==> config.mk <==
export PLATFORM = sky130hd
export DESIGN_NAME = fifo_uart_tx
export DESIGN_NICKNAME = d
export VERILOG_FILES = /design/src/rtl/fifo_uart_tx_pkg.sv /design/src/rtl/fifo_uart_tx_baud_tick.sv /design/src/rtl/fifo_uart_tx.sv
export SDC_FILE = /design/constraint.sdc
export NUM_CORES = 1
export LEC_CHECK = 0
export CAP_MARGIN = 20
export CELL_PAD_IN_SITES_DETAIL_PLACEMENT = 1
export CELL_PAD_IN_SITES_GLOBAL_PLACEMENT = 2
export CORE_MARGIN = 1
export CORE_UTILIZATION = 35
export CTS_BUF_LIST = sky130_fd_sc_hd__clkbuf_4 sky130_fd_sc_hd__clkbuf_8
export DETAILED_ROUTE_END_ITERATION = 10
export PLACE_DENSITY = 0.87
export RECOVER_POWER = 25
export SLEW_MARGIN = 10
export SYNTH_ARGS = -nofsm -noshare
export SYNTH_HDL_FRONTEND = slang
export SYNTH_HIERARCHICAL = 1
export SYNTH_SLANG_ARGS = --single-unit
==> constraint.sdc <==
create_clock -name clk -period 6.15 [get_ports clk]
set_input_delay 1.5375 -clock clk [delete_from_list [all_inputs] [get_ports clk]]
set_output_delay 1.5375 -clock clk [all_outputs]
set_load 0.005 [all_outputs]
==> src/rtl/fifo_uart_tx_pkg.sv <==
// Shared definitions for the FIFO-drain UART transmitter: FSM encodings,
// serial line levels and the bit-index width helper.
package fifo_uart_tx_pkg;

  typedef enum logic [2:0] {
    ST_IDLE   = 3'd0,
    ST_LOAD   = 3'd1,
    ST_START  = 3'd2,
    ST_DATA   = 3'd3,
    ST_PARITY = 3'd4,
    ST_STOP   = 3'd5
  } state_t;

  localparam logic TX_IDLE  = 1'b1;
  localparam logic TX_START = 1'b0;

  // Index of the data bit in flight; never narrower than one bit.
  function automatic int idx_width(input int dw);
    return (dw > 1) ? $clog2(dw) : 1;
  endfunction

endpackage

==> src/rtl/fifo_uart_tx_baud_tick.sv <==
// Baud divider for fifo_uart_tx: free-running 0..CLKS_PER_BIT-1 counter with a
// synchronous clear; o_tick marks the last clock of each serial bit.
module uart_baud_tick #(
  parameter int CLKS_PER_BIT = 16,
  parameter int DIV_WIDTH    = 16
) (
  input  logic clk,
  input  logic rst,
  input  logic i_clr,
  output logic o_tick
);

  localparam logic [DIV_WIDTH-1:0] LAST_COUNT = DIV_WIDTH'(CLKS_PER_BIT - 1);

  logic [DIV_WIDTH-1:0] r_count;

  assign o_tick = (r_count == LAST_COUNT);

  always_ff @(posedge clk or negedge rst) begin
    if (!rst) begin
      r_count <= '0;
    end else if (i_clr || o_tick) begin
      r_count <= '0;
    end else begin
      r_count <= r_count + 1'b1;
    end
  end

endmodule

==> src/rtl/fifo_uart_tx.sv <==
// Pops one word from the byte FIFO whenever it is non-empty and sends it as a UART frame.
// Define UART_TX_PARITY_EN to insert an even-parity bit between the data bits and the stop bit.
module fifo_uart_tx
  import fifo_uart_tx_pkg::*;
#(
  parameter int DATA_WIDTH   = 8,
  parameter int CLKS_PER_BIT = 16,
  parameter int DIV_WIDTH    = 16
) (
  input  logic                  clk,
  input  logic                  rst,
  input  logic                  en,
  input  logic                  fifo_empty,
  input  logic [DATA_WIDTH-1:0] fifo_data,
  output logic                  fifo_rd_en,
  output logic                  tx,
  output logic                  busy,
  output logic                  tx_done,
  output logic [2:0]            o_dbg_state
);

  localparam int IDX_W = idx_width(DATA_WIDTH);
  localparam logic [IDX_W-1:0] IDX_LAST = IDX_W'(DATA_WIDTH - 1);

  state_t                r_state;
  state_t                w_state_next;
  logic [DATA_WIDTH-1:0] r_shift;
  logic [DATA_WIDTH-1:0] w_shift_next;
  logic [IDX_W-1:0]      r_idx;
  logic [IDX_W-1:0]      w_idx_next;
  logic                  r_tx;
  logic                  w_tx_next;
  logic                  w_tick;
  logic                  w_baud_clr;
`ifdef UART_TX_PARITY_EN
  logic                  r_parity;
`endif

  // Counter is held at zero until START so the first bit gets its full width.
  assign w_baud_clr = (r_state == ST_IDLE) || (r_state == ST_LOAD);

  uart_baud_tick #(
    .CLKS_PER_BIT (CLKS_PER_BIT),
    .DIV_WIDTH    (DIV_WIDTH)
  ) u_baud (
    .clk    (clk),
    .rst    (rst),
    .i_clr  (w_baud_clr),
    .o_tick (w_tick)
  );

  always_comb begin
    w_state_next = r_state;
    w_shift_next = r_shift;
    w_idx_next   = r_idx;
    fifo_rd_en   = 1'b0;
    tx_done      = 1'b0;
    case (r_state)
      ST_IDLE: begin
        if (rst && en && !fifo_empty) begin
          fifo_rd_en   = 1'b1;
          w_state_next = ST_LOAD;
        end
      end
      ST_LOAD: begin
        w_shift_next = fifo_data;
        w_idx_next   = '0;
        w_state_next = ST_START;
      end
      ST_START: begin
        if (w_tick) w_state_next = ST_DATA;
      end
      ST_DATA: begin
        if (w_tick) begin
          if (r_idx == IDX_LAST) begin
`ifdef UART_TX_PARITY_EN
            w_state_next = ST_PARITY;
`else
            w_state_next = ST_STOP;
`endif
          end else begin
            w_shift_next = r_shift >> 1;
            w_idx_next   = r_idx + 1'b1;
          end
        end
      end
      ST_PARITY: begin
        if (w_tick) w_state_next = ST_STOP;
      end
      ST_STOP: begin
        if (w_tick) begin
          tx_done      = 1'b1;
          w_state_next = ST_IDLE;
        end
      end
      default: w_state_next = ST_IDLE;
    endcase
  end

  // The line level is registered from the next state so tx never glitches.
  always_comb begin
    w_tx_next = TX_IDLE;
    case (w_state_next)
      ST_START:  w_tx_next = TX_START;
      ST_DATA:   w_tx_next = w_shift_next[0];
`ifdef UART_TX_PARITY_EN
      ST_PARITY: w_tx_next = r_parity;
`endif
      default:   w_tx_next = TX_IDLE;
    endcase
  end

  always_ff @(posedge clk or negedge rst) begin
    if (!rst) begin
      r_state <= ST_IDLE;
      r_shift <= '0;
      r_idx   <= '0;
      r_tx    <= TX_IDLE;
    end else begin
      r_state <= w_state_next;
      r_shift <= w_shift_next;
      r_idx   <= w_idx_next;
      r_tx    <= w_tx_next;
    end
  end

`ifdef UART_TX_PARITY_EN
  always_ff @(posedge clk or negedge rst) begin
    if (!rst) begin
      r_parity <= 1'b0;
    end else if (r_state == ST_LOAD) begin
      r_parity <= ^fifo_data;
    end
  end
`endif

  assign tx          = r_tx;
  assign busy        = (r_state != ST_IDLE);
  assign o_dbg_state = r_state;

endmodule

==> impl_metrics.yaml <==
worst_setup_path:
  worstSetupStartpoint: "rst"
  criticalPathCategory: "primary input to output pin"
  cp_slowest_cell: "dlygate4sd3_1"
  worst_path_dominant_cell_family: "buffers and inverters"
  critPathMaxStageDelay_ns: 0.58
  endpoint_kind: "output pin"
  crit_buf_inv: 2
  critPathMaxFanout: 2
  cp.required_ns: 4.61
  arrival_ns: 2.87
  startpoint_type: "primary input"
  reg2reg_slack_ns: 3.56
  worstReg2RegStart: "u_baud/r_count[9]"
  path_cells: "dlygate4sd3_1 -> and4_1 -> clkdlybuf4s50_1"
final_layout:
  layout-drive-gt1-share: 0.1170
  layout_common_cells: "dfrtp_1, nor2_1, clkdlybuf4s50_1, xnor2_1, nand2_1"
  n_antenna_cell: 0
  fin_cells: 221
  layout_commonest_cell: "dfrtp_1"
  nets: 185
  n_fill_cell: 465
  area_growth_pct: 19.36
timing:
  slew_violations: 32
  rsz0062_at_grt: "false"
  fin_tns_setup_ns: 0
  worstMarginPinSlew_ns: 1.713
  finalCritPeriodShare: 0.7170
  relSlewSlack: -0.1417
  setup_viol: 0
  hold_viol_final: 0
  fmax_mhz: 226.8
  min_period_ns: 4.409
  finClkSkew_ns: 0.005905
clocking:
  clock_tree.buffer_depth: 2
  cts.clk_slew.worst_paths_ns: 0.07
  cts.repair.resized: 0
  cts_setup_buffers: 0
  cts_hold_buf: 0
  cts_tree: "yes"
  cts-root-buf: "clkbuf_8"
  clock-sinks: 31
  cts_buffers: 5
  clock_latency_ns: 0.28
  h-tree-depth: 2
outcome:
  violations: "capacitance limit, slew limit"
  outcome: "complete, but fails checks"
detailed_routing:
  vias: 1192
  wl_mm: 3.504
  first_pass_iters: 5
  drtAntennaViolNets: 0
  remaining_drc_errors: 0
  vias_per_cell: 5.394
  wire_per_inst_um: 15.86
  dr.first_iter.drc_count: 59
logic_synthesis:
  ys.flop_type: "dfrtp_1"
  syn-cell-area_um2: 1564
  yosys.area_share.simple: 0.2224
  synth_edf_count: 0
  synth_area_leaders: "dfrtp_1, xnor2_1, nor2_1"
  synth_xor_area_frac: 0.07840
  synth_top_family_by_area: "simple AND/OR/NAND/NOR gates"
  seq_area_frac_synth: 0.4968
  synth_area_leader_cell: "dfrtp_1"
  ys_types: 37
  synthAdderAreaFrac: 0.02400
  syn_avg_cell_area_um2: 10.43
  synth_nets: 165
  synth_mux_area_frac: 0.007200
  netlist_instances: 150
  yosys_warnings: 6
  yosysTopAreaCellShare: 0.4800
  synth_compound_area_frac: 0.09920
  synth_seq_cells: 31
  synthArstFlopShare: 1.000
global_route:
  grt_overflow_total: 0
  grt_first_pass_wirelength_mm: 6.085
  grt_max_degree: 32
  grt_pass1_vias: 1325
  grt_use_total: 0.1799
  antenna_found_initial: 0
pwr:
  peakVddDrop_v: 0.0001784
  p_per_area_nw_per_um2: 383.5
  power_leakage_nw: 0.8312
floorplan:
  design.die.area_um2: 4740
  row_count: 23
  coreArea_um2: 4144
  io_pins: 19
  die_w_um: 68.85
  initial_core_util: 0.3774
  die_h_um: 68.85
placed_design:
  port_buffers: 18
  place_inst: 213
  routabilityCongestion: 0.8068
  hpwlAfterDp_mm: 2.475
min_path:
  hp-start: "r_shift[6]"
  hp-class: "flop to flop"
job:
  cap_violations: 1
[flip-flops by register name, indices dropped and copies added, names as in the netlist]
register        cells
u_baud/r_count     16
r_shift             8
o_dbg_state         3
r_idx               3
tx                  1
[layout make-up]
| cell class | instances | area [um^2] | area share |
|---|---|---|---|
| multi-input cells | 102 | 665.6 | 0.3566 |
| well taps | 50 | 62.56 | 0.03351 |
| flip-flops and latches | 31 | 777.0 | 0.4162 |
| repair buffers | 19 | 183.9 | 0.09853 |
| inverters | 11 | 41.29 | 0.02212 |
| clock inverters | 3 | 67.56 | 0.03619 |
| clock buffers | 5 | 68.82 | 0.03686 |
[metrics by stage]
step,utilization,power [mW],hold slack (ns),cell area [um^2],setup WS (ns)
2_1_floorplan,-,0.4238,0.4493,1564,2.797
3_3_place_gp,0.4206,0.4653,0.4636,1743,1.836
3_5_place_dp,0.4206,0.4820,0.4873,1743,1.805
4_1_cts,0.4535,0.7297,0.5037,1879,1.805
5_1_grt,0.4505,0.7612,0.5278,1867,1.582
6_report,0.4505,0.7159,0.5014,1867,1.741
[synthesized netlist by cell type, types with 2 or more instances]
cell and n:
buf_6 3, ha_1 3, and2_4 2, nor3_1 4, nand2_1 12, xnor2_1 13
o21ai_1 2, nor2_1 25, nand4_1 4, inv_1 10, buf_8 2, a222oi_1 6
or4_1 3, nor4_1 3, nand3_1 6, dfrtp_1 30, o21ai_0 2
[layer usage]
metal	wire [um]	global-route usage	share of wire
met1	1667	0.2238	0.48
met2	1682	0.2985	0.48
met3	96	0.03947	0.027
met4	59	0.07653	0.017
met5	0	0	0
[final timing paths]
check,endpoint,cells past startpoint
hold / removal,r_shift[5],2
hold reg to reg,r_shift[5],2
max in group asynchronous,r_shift[7],2
setup reg to reg,r_shift[2],6
setup / recovery,fifo_rd_en,3
min in group asynchronous,o_dbg_state[2],2
[tightest hold or removal path: stages (launching register included)]
cell      delay, ns
dfrtp_1        0.35
a222oi_1       0.07
inv_1          0.06
[report_power, final]
| group | switching, mW | total (mW) | internal (mW) |
|---|---|---|---|
| Clock | 0.0808 | 0.242 | 0.162 |
| Combinational | 0.0805 | 0.165 | 0.0848 |
| Sequential | 0.0466 | 0.308 | 0.262 |
[kinds of logic (layout without fill, tap and decap cells)]
family / after synthesis / after routing
DFF: 31 / 31
and+or+nand+nor: 67 / 67
xor gates and xnor gates: 14 / 14
adders and majority gates: 3 / 3
AOI/OAI and AO/OA: 17 / 17
buffers and inverters: 17 / 38
muxes: 1 / 1
(Power assumes the default switching activity.)
